### config.mk
export PLATFORM = sky130hd
export DESIGN_NAME = osd_cmd_tx
export DESIGN_NICKNAME = d
export VERILOG_FILES = /design/src/rtl/osd_cmd_tx.sv
export SDC_FILE = /design/constraint.sdc
export NUM_CORES = 1
export LEC_CHECK = 0
export BUFFER_PORTS_ARGS = -buffer_cell sky130_fd_sc_hd__buf_2
export CORE_ASPECT_RATIO = 1.5
export CORE_MARGIN = 5
export CORE_UTILIZATION = 61
export CTS_BUF_LIST = sky130_fd_sc_hd__clkbuf_4
export DETAILED_ROUTE_END_ITERATION = 8
export MAX_ROUTING_LAYER = met4
export PLACE_DENSITY = 0.94
export SYNTH_ARGS = -nofsm -noshare
export SYNTH_HDL_FRONTEND = slang
export SYNTH_SLANG_ARGS = --single-unit
### constraint.sdc
create_clock -name clk_sys -period 5.3 [get_ports clk_sys]
set_input_delay 1.06 -clock clk_sys [delete_from_list [all_inputs] [get_ports clk_sys]]
set_output_delay 1.06 -clock clk_sys [all_outputs]
set_load 0.05 [all_outputs]
### src/rtl/osd_cmd_tx.sv
// Serialises OSD commands onto a strobed 16-bit word bus framed by io_osd.
// Block writes stream 256 bytes from an external buffer with one-cycle read latency.
module osd_cmd_tx #(
   parameter int STB_W = 1,
   parameter int GAP   = 2
) (
   input  logic        clk_sys,
   input  logic        reset_n,
   input  logic        cmd_valid,
   output logic        cmd_ready,
   input  logic [1:0]  cmd_op,
   input  logic        cmd_info,
   input  logic [4:0]  cmd_row,
   input  logic [11:0] infox,
   input  logic [11:0] infoy,
   input  logic [5:0]  infow,
   input  logic [5:0]  infoh,
   input  logic [1:0]  rot,
   output logic [7:0]  rd_addr,
   input  logic [7:0]  rd_data,
   output logic        io_osd,
   output logic        io_strobe,
   output logic [15:0] io_din,
   output logic        busy
);

   typedef enum logic [2:0] {IDLE, SETUP, STROBE, FETCH, CLOSE} state_t;

   state_t      state, state_nx;
   logic [3:0]  cnt, cnt_nx;
   logic [2:0]  sel, sel_nx;
   logic        in_data, in_data_nx;
   logic [15:0] din_q, din_nx;
   logic [7:0]  addr_nx;
   logic        started;
   logic        accept;
   logic [15:0] cmd_word;
   logic [15:0] info_word;
   logic [2:0]  sel_inc;

   logic [1:0]  op_q;
   logic        info_q;
   logic [11:0] x_q, y_q;
   logic [5:0]  w_q, h_q;
   logic [1:0]  rot_q;

   assign accept  = cmd_valid && cmd_ready;
   assign sel_inc = sel + 3'd1;

   always_comb begin
      cmd_word = 16'h0000;
      case (cmd_op)
         2'd0:    cmd_word = 16'h0040;
         2'd1:    cmd_word = 16'h0041 | {13'h0, cmd_info, 2'b00};
         2'd2:    cmd_word = 16'h0020 | {11'h0, cmd_row};
         default: cmd_word = 16'h0000;
      endcase
   end

   // Info words follow the command word in the order x, y, w, h, rot (sel 1..5).
   always_comb begin
      info_word = 16'h0000;
      case (sel_inc)
         3'd1:    info_word = {4'h0, x_q};
         3'd2:    info_word = {4'h0, y_q};
         3'd3:    info_word = {10'h0, w_q};
         3'd4:    info_word = {10'h0, h_q};
         default: info_word = {14'h0, rot_q};
      endcase
   end

   always_comb begin
      state_nx   = state;
      cnt_nx     = cnt;
      sel_nx     = sel;
      in_data_nx = in_data;
      din_nx     = din_q;
      addr_nx    = rd_addr;
      case (state)
         IDLE: begin
            if (accept && cmd_op != 2'd3) begin
               state_nx   = SETUP;
               din_nx     = cmd_word;
               sel_nx     = 3'd0;
               in_data_nx = 1'b0;
               cnt_nx     = 4'd0;
            end
         end
         SETUP: begin
            state_nx = STROBE;
            cnt_nx   = 4'd0;
            if (in_data) din_nx = {8'h00, rd_data};
         end
         STROBE: begin
            if (cnt == 4'(STB_W - 1)) begin
               cnt_nx   = 4'd0;
               state_nx = CLOSE;
               din_nx   = 16'h0000;
               if (in_data) begin
                  if (rd_addr != 8'hFF) begin
                     addr_nx  = rd_addr + 8'd1;
                     state_nx = FETCH;
                     din_nx   = din_q;
                  end
               end else if (sel == 3'd0) begin
                  if (op_q == 2'd1 && info_q) begin
                     sel_nx   = 3'd1;
                     din_nx   = info_word;
                     state_nx = SETUP;
                  end else if (op_q == 2'd2) begin
                     addr_nx    = 8'd0;
                     in_data_nx = 1'b1;
                     state_nx   = FETCH;
                     din_nx     = din_q;
                  end
               end else if (sel != 3'd5) begin
                  sel_nx   = sel_inc;
                  din_nx   = info_word;
                  state_nx = SETUP;
               end
            end else begin
               cnt_nx = cnt + 4'd1;
            end
         end
         FETCH: state_nx = SETUP;
         CLOSE: begin
            if (cnt == 4'(GAP - 1)) begin
               cnt_nx   = 4'd0;
               state_nx = IDLE;
            end else begin
               cnt_nx = cnt + 4'd1;
            end
         end
         default: state_nx = IDLE;
      endcase
   end

   // Command fields are captured on acceptance so input changes never leak into a frame.
   always_ff @(posedge clk_sys or negedge reset_n) begin
      if (!reset_n) begin
         state   <= IDLE;
         cnt     <= 4'd0;
         sel     <= 3'd0;
         in_data <= 1'b0;
         din_q   <= 16'h0000;
         rd_addr <= 8'd0;
         started <= 1'b0;
         op_q    <= 2'd0;
         info_q  <= 1'b0;
         x_q     <= 12'd0;
         y_q     <= 12'd0;
         w_q     <= 6'd0;
         h_q     <= 6'd0;
         rot_q   <= 2'd0;
      end else begin
         state   <= state_nx;
         cnt     <= cnt_nx;
         sel     <= sel_nx;
         in_data <= in_data_nx;
         din_q   <= din_nx;
         rd_addr <= addr_nx;
         started <= 1'b1;
         if (accept) begin
            op_q   <= cmd_op;
            info_q <= cmd_info;
            x_q    <= infox;
            y_q    <= infoy;
            w_q    <= infow;
            h_q    <= infoh;
            rot_q  <= rot;
         end
      end
   end

   // Data words show the buffer byte directly in SETUP since it arrives one cycle after rd_addr.
   assign io_din    = (state == SETUP && in_data) ? {8'h00, rd_data} : din_q;
   assign io_osd    = (state == SETUP) || (state == STROBE) || (state == FETCH);
   assign io_strobe = (state == STROBE);
   assign busy      = (state != IDLE);
   assign cmd_ready = (state == IDLE) && started;

endmodule

==> results of run 1 <==
worst reg2reg max path, delay by kind of cell, from the launching register on:
family,cells,cell delay (ps)
mux,2,760
flops,1,460
xor+xnor,1,780
compound gates,2,460
fa+ha+maj,1,260
power by group through the flow:
stage,Clock (uW),Sequential [uW],Combinational [uW]
floorplan,0,572,30.2
global placement,0,573,64.6
detailed placement,0,573,67.0
CTS,312,562,67.7
global route,338,563,72.8
finish,309,562,67.3
layer usage:
layer  wire length [um]  vias up  global-route usage  share of wire
li1                   -     1427                   -              -
met1               3610     1534               0.313           0.38
met2               4940      160               0.407           0.52
met3                665       33              0.0474          0.070
met4                320        0               0.114          0.034
met5                  0        -                   -              0
kinds of logic after synthesis:
logic type,Yosys count
AOI/OAI and AO/OA,74
xor gates and xnor gates,5
adders and majority gates,10
buffers and inverters,35
DFF,73
muxes,62
other,2
and+or+nand+nor,91
worst max path at each step:
stage                                     from  slack (ps)    endpoint
after floorplan           state[2]$_DFFE_PN0P_        2390  io_din[10]
after global placement    state[1]$_DFFE_PN0P_        2470   io_din[6]
after detailed placement  state[1]$_DFFE_PN0P_        2400   io_din[3]
after CTS                 state[1]$_DFFE_PN0P_        1910   io_din[4]
after global routing      state[1]$_DFFE_PN0P_        1780   io_din[4]
final                     state[1]$_DFFE_PN0P_        1930   io_din[4]
cell usage in the layout, fill, tap and decap left out, types with 4 or more instances in the layout:
cell type and n:
nor3_1 7, dfrtp_1 73, ha_1 10, inv_1 10, xnor2_1 4, nor2b_1 10, nand2b_1 5, nand3_1 11
mux2_2 61, o21ai_0 12, a22o_1 5, conb_1 5, a31oi_1 7, a21o_1 4, buf_2 80, nor2_1 24
a21oi_1 9, a22oi_1 7, a222oi_1 6, clkbuf_4 9, nand2_1 14
stage by stage:
step                power (uW)  worst slack [ps]
global route               973              1780
global placement           637              2470
finish                     938              1930
CTS                        942              1910
detailed placement         640              2400
floorplan                  602              2390
final cells by class:
cell class	instances	area, um^2
clock buffer	9	67.6
clock inverter	6	45.0
fill	416	1770
inverter	11	42.5
multi-input combinational	247	1930
sequential	73	1830
tap	74	92.6
timing repair buffer	81	408
sequential cells by signal, indices dropped and copies added, names as in the netlist:
signal   cells
rd_addr      8
info_q       1
started      1
state        3
x_q         12
in_data      1
y_q         12
cnt          4
op_q         2
rot_q        2
sel          3
w_q          6
h_q          6
din_q       12
==> qor.yml, run 1 <==
cts:
  path_clk_slew_ps: 120
  post_cts.repair.setup_buffers: 0
  h-tree-depth: 3
  postCtsHoldBufs: 0
  cts_sinks: 73
  clock_latency_ps: 440
  ctsResizeCount: 0
  cts_tree: "built"
  clock_tree.buffer_depth: 2
  cts_root_buf: "clkbuf_4"
  numCtsBuffers: 9
die:
  ios: 85
  die_area_um2: 8130
  start_util: 0.632
  fp-row-count: 35
  core_um2: 6170
  fp.dieW_um: 75.3
  die_h_um: 108
layout:
  final_core_util: 0.714
  fin_area_um2: 4410
  nets: 490
  areaGrowthSynthToFinish_pct: 12.9
  antenna_cells: 0
  instances_no_fill: 501
  drive_gt1_frac: 0.386
setup_path:
  reg2reg_to: "din_q[1]$_DFFE_PN0P_"
  path_cells: "nor2_1, and3_1, mux2_2, buf_2"
  path_class: "register to output port"
  critPathTopFamily: "simple AND/OR/NAND/NOR gates"
  critPathSlowestCell: "dfrtp_1"
  r2r_cells: 6
  r2r_slack_ps: 2480
  r2r_start: "sel[0]$_DFFE_PN0P_"
  critPathArrivalTime_ps: 2310
  worstSetupStartpointType: "register"
  critPathBufInv: 1
  crit_required_ps: 4240
  path_max_fanout: 17
  critPathMaxStageDelay_ps: 560
  path_depth: 4
  end_kind: "output port"
logic_synthesis:
  syn_area_per_cell_um2: 11.1
  synth_xor_area_frac: 0.0112
  yosys-top-cells-count: "dfrtp_1, mux2_2, nor2_1, nand2_1"
  synth-simple-area-share: 0.122
  synth_edf_count: 0
  synth_area_leaders: "dfrtp_1, mux2_2, ha_1"
  synth_seq_area_share: 0.468
  async_flop_share: 1.00
  syn_inst: 352
  ys_seq_elements: 73
  synth_top_family_by_area: "multiplexers"
  yosys_warnings: 0
  synth_fa_ha_area_frac: 0.0321
  syn-cell-area_um2: 3900
  post-synth-top-count-cell: "dfrtp_1"
  yosys.cell_types.count: 56
  synth_mux_area_frac: 0.179
  ys.flop_type: "dfrtp_1"
  synth_top_area_share: 0.468
  synth_compound_area_frac: 0.144
  synth.largest_area_cell: "dfrtp_1"
sta:
  hold_slack_ps: 523
  finalSetupViolCount: 0
  period_share: 0.636
  tns_ps: 0
  tightest_slew_ps: 1200
  fin_skew_ps: 13.4
  maxSlewViolCount: 0
  fmax_mhz: 297
  finalHoldViolations: 0
  relSlewSlack: 0.187
  fin_crit_ps: 3370
  rsz0062_at_grt: "no"
place:
  gp_congestion: 0.894
  dp_cells: 486
  io_buffer_count: 80
  postPlaceCellArea_um2: 4300
  post-dp-hpwl_um: 6960
hold_path:
  hold_start: "h_q[3]$_DFFE_PN0P_"
  hold_depth: 1
  whs_endpoint: "h_q[3]$_DFFE_PN0P_"
  min_path_type: "register to register"
routing:
  drt_iter0_drc: 202
  route.detailed.drc: 0
  drt_wl_total_um: 9540
  vias_per_cell: 6.30
  ant_nets: 0
  firstDrtPassIters: 6
  post_drt_wl_per_cell_um: 19.0
  vias: 3154
grt:
  antenna_found_initial: 0
  grt_pass1_wl_um: 15300
  grtUsageTotal: 0.256
  grt_max_degree: 44
  first_global_vias: 3235
  gr-total-overflow: 0
power_and_ir_drop:
  p_per_area_nw_per_um2: 213
  combPwrFrac: 0.072
  p_int_uw: 679
  swShare: 0.276
  p_switching_uw: 259
  p_clk_frac: 0.329
  leakagePower_uw: 0.00216
  ir_drop_mv: 0.188
  seq_power_share: 0.599
job:
  cap_violations: 0
outcome:
  status: "complete, no violations"
Note: power is estimated with default switching activity, not from simulation.
==> inputs of run 2 (changes only) <==
--- a/config.mk
+++ b/config.mk
@@ -8,11 +8,11 @@
 export BUFFER_PORTS_ARGS = -buffer_cell sky130_fd_sc_hd__buf_2
 export CORE_ASPECT_RATIO = 1.5
 export CORE_MARGIN = 5
-export CORE_UTILIZATION = 61
+export CORE_UTILIZATION = 51
 export CTS_BUF_LIST = sky130_fd_sc_hd__clkbuf_4
 export DETAILED_ROUTE_END_ITERATION = 8
 export MAX_ROUTING_LAYER = met4
-export PLACE_DENSITY = 0.94
+export PLACE_DENSITY = 0.85
 export SYNTH_ARGS = -nofsm -noshare
 export SYNTH_HDL_FRONTEND = slang
 export SYNTH_SLANG_ARGS = --single-unit
==> constraint.sdc (replaced) <==
create_clock -name clk_sys -period 2.8 [get_ports clk_sys]
set_input_delay 0.56 -clock clk_sys [delete_from_list [all_inputs] [get_ports clk_sys]]
set_output_delay 0.56 -clock clk_sys [all_outputs]
set_load 0.05 [all_outputs]
==> run 2 against run 1 <==
  * Global-route usage shrank 4.0 points
  * Combinational power grew 90%
  * Sequential cell count is the same
  * Register-to-register slack lost 2100 ps
  * Sequential share of layout area shrank 1.5 points
  * Count of clock-buffer cells in the layout is the same
  * Routed wire length shrank 1.6%
  * Hold slack lost 470 ps
  * Non-clock buffer count grew 9
  * Via count shrank 1.7%
  * Core utilization shrank 11 points
  * Critical path type unchanged
  * Largest cell class unchanged
  * Highest routed layer unchanged
==> qor.yml, run 2 (synthesis gave the netlist of run 1 again) <==
power_and_ir_drop:
  ir_drop_mv: 0.346
  power_uw: 1880
  seq_power_share: 0.567
  p_int_uw: 1380
  leakagePower_uw: 0.00223
  swShare: 0.263
  p_clk_frac: 0.364
  p_switching_uw: 493
  p_per_area_nw_per_um2: 411
  combPwrFrac: 0.068
routing:
  dr_wl_met2_um: 4970
  firstDrtPassIters: 5
  met1_length_um: 3660
  ant_nets: 0
  post_drt_wl_per_cell_um: 17.4
  wl_met3_um: 501
  vias_per_cell: 5.74
  drt_wl_total_um: 9390
  vias: 3100
  route.detailed.drc: 0
  top_layer_used: "met4"
  drt_iter0_drc: 316
layout:
  instances_no_fill: 540
  nets: 499
  top_regs: "din_q x12, x_q x12, y_q x12"
  layout_commonest_cell: "buf_2"
  drive_gt1_frac: 0.405
  final_cell_mix: "buf_2, dfrtp_1, mux2_2"
  areaGrowthSynthToFinish_pct: 17.1
sta:
  tightest_slew_ps: 579
  finalSetupViolCount: 0
  finalHoldViolations: 0
  fmax_mhz: 378
  maxSlewViolCount: 0
  rsz0062_at_grt: "no"
  period_share: 0.945
  fin_crit_ps: 2650
  tns_ps: 0
  fin_skew_ps: 12.7
  relSlewSlack: 0.613
place:
  post-dp-hpwl_um: 7190
  io_buffer_count: 80
  dp_cells: 523
  gp_congestion: 0.898
setup_path:
  critPathSlowestCell: "dfrtp_1"
  critPathBufInv: 1
  path_cells: "nor2_1, and3_4, mux2_2, buf_2"
  r2r_slack_ps: 400
  crit_required_ps: 2240
  path_max_fanout: 12
  critPathMaxStageDelay_ps: 550
  critPathTopFamily: "flip-flops"
  critPathArrivalTime_ps: 2090
  worstSetupStartpointType: "register"
  path_class: "register to output port"
  end_kind: "output port"
grt:
  antenna_found_initial: 1
  grt_max_degree: 43
  grtUsageTotal: 0.216
  grt_pass1_wl_um: 15000
  first_global_vias: 3151
  gr-total-overflow: 0
cts:
  cts_sinks: 73
  clock_latency_ps: 440
  clock_tree.buffer_depth: 2
  cts_root_buf: "clkbuf_4"
  h-tree-depth: 3
  cts_tree: "built"
  numCtsBuffers: 9
  postCtsHoldBufs: 0
  post_cts.repair.setup_buffers: 0
  path_clk_slew_ps: 120
die:
  core_um2: 7560
  start_util: 0.516
  die_h_um: 117
  ios: 85
  die_area_um2: 9540
  fp.dieW_um: 81.4
  fp-row-count: 39
job:
  cap_violations: 0
hold_path:
  min_path_type: "primary input to async pin"
outcome:
  status: "complete, no violations"
[run 2: cell type report]
cell class	instances	area, um^2
multi-input cells	247	1940
repair buffers	90	488
fillers	613	2990
flip-flops and latches	73	1830
clock buffers	9	67.6
diodes	1	2.50
well taps	102	128
inverters	11	42.5
clock inverters	7	76.3
[run 2: what timing repair did]
| action | CTS | global route |
|---|---|---|
| setup endpoints to repair | 8 | 8 |
| resized for setup | 1 | 2 |
| cloned | 0 | 0 |
[run 2: path summary, 6_finish.rpt]
check / from / endpoint / cells past startpoint
worst max register to register: cnt[0]$_DFFE_PN0P_ / din_q[11]$_DFFE_PN0P_ / 6
worst max-delay path: state[2]$_DFFE_PN0P_ / io_din[6] / 4
worst min register to register: x_q[0]$_DFFE_PN0P_ / x_q[0]$_DFFE_PN0P_ / 1
worst min-delay path: reset_n / rd_addr[3]$_DFFE_PN0P_ / 1
max in group asynchronous: reset_n / state[1]$_DFFE_PN0P_ / 2
min in group clk_sys: infoy[6] / y_q[6]$_DFFE_PN0P_ / 2
[run 2: worst register-to-register path, delay by kind of cell, from the launching register on]
| kind | cells | cell delay, ps |
|---|---|---|
| buffers and inverters | 1 | 130 |
| multiplexers | 1 | 380 |
| flip-flops | 1 | 430 |
| AND/OR/NAND/NOR | 1 | 490 |
| AO/OA/AOI/OAI | 2 | 700 |
| adder cells (fa/ha/maj) | 1 | 170 |
[run 2: power by group through the flow]
stage                     clock network, uW  registers, uW  logic [uW]
after floorplan                           0           1080        57.4
after global placement                    0           1090         127
after detailed placement                  0           1090         129
after CTS                               694           1070         129
after global routing                    737           1070         139
final                                   684           1070         128
[run 2: metal layers]
layer	vias to the layer above	GRT usage
met5	-	-
met4	0	0.108
met3	25	0.0398
met2	108	0.367
met1	1512	0.240
li1	1455	-
[run 2: metrics by stage]
stage / hold WS (ps) / util / setup slack (ps) / cell area, um^2
floorplan: 264 / - / 282 / 3920
global placement: 488 / 0.584 / 473 / 4420
detailed placement: 493 / 0.584 / 400 / 4420
CTS: 52.4 / 0.604 / 52.8 / 4570
global route: 66.3 / 0.605 / 69.6 / 4570
finish: 49.3 / 0.605 / 153 / 4570
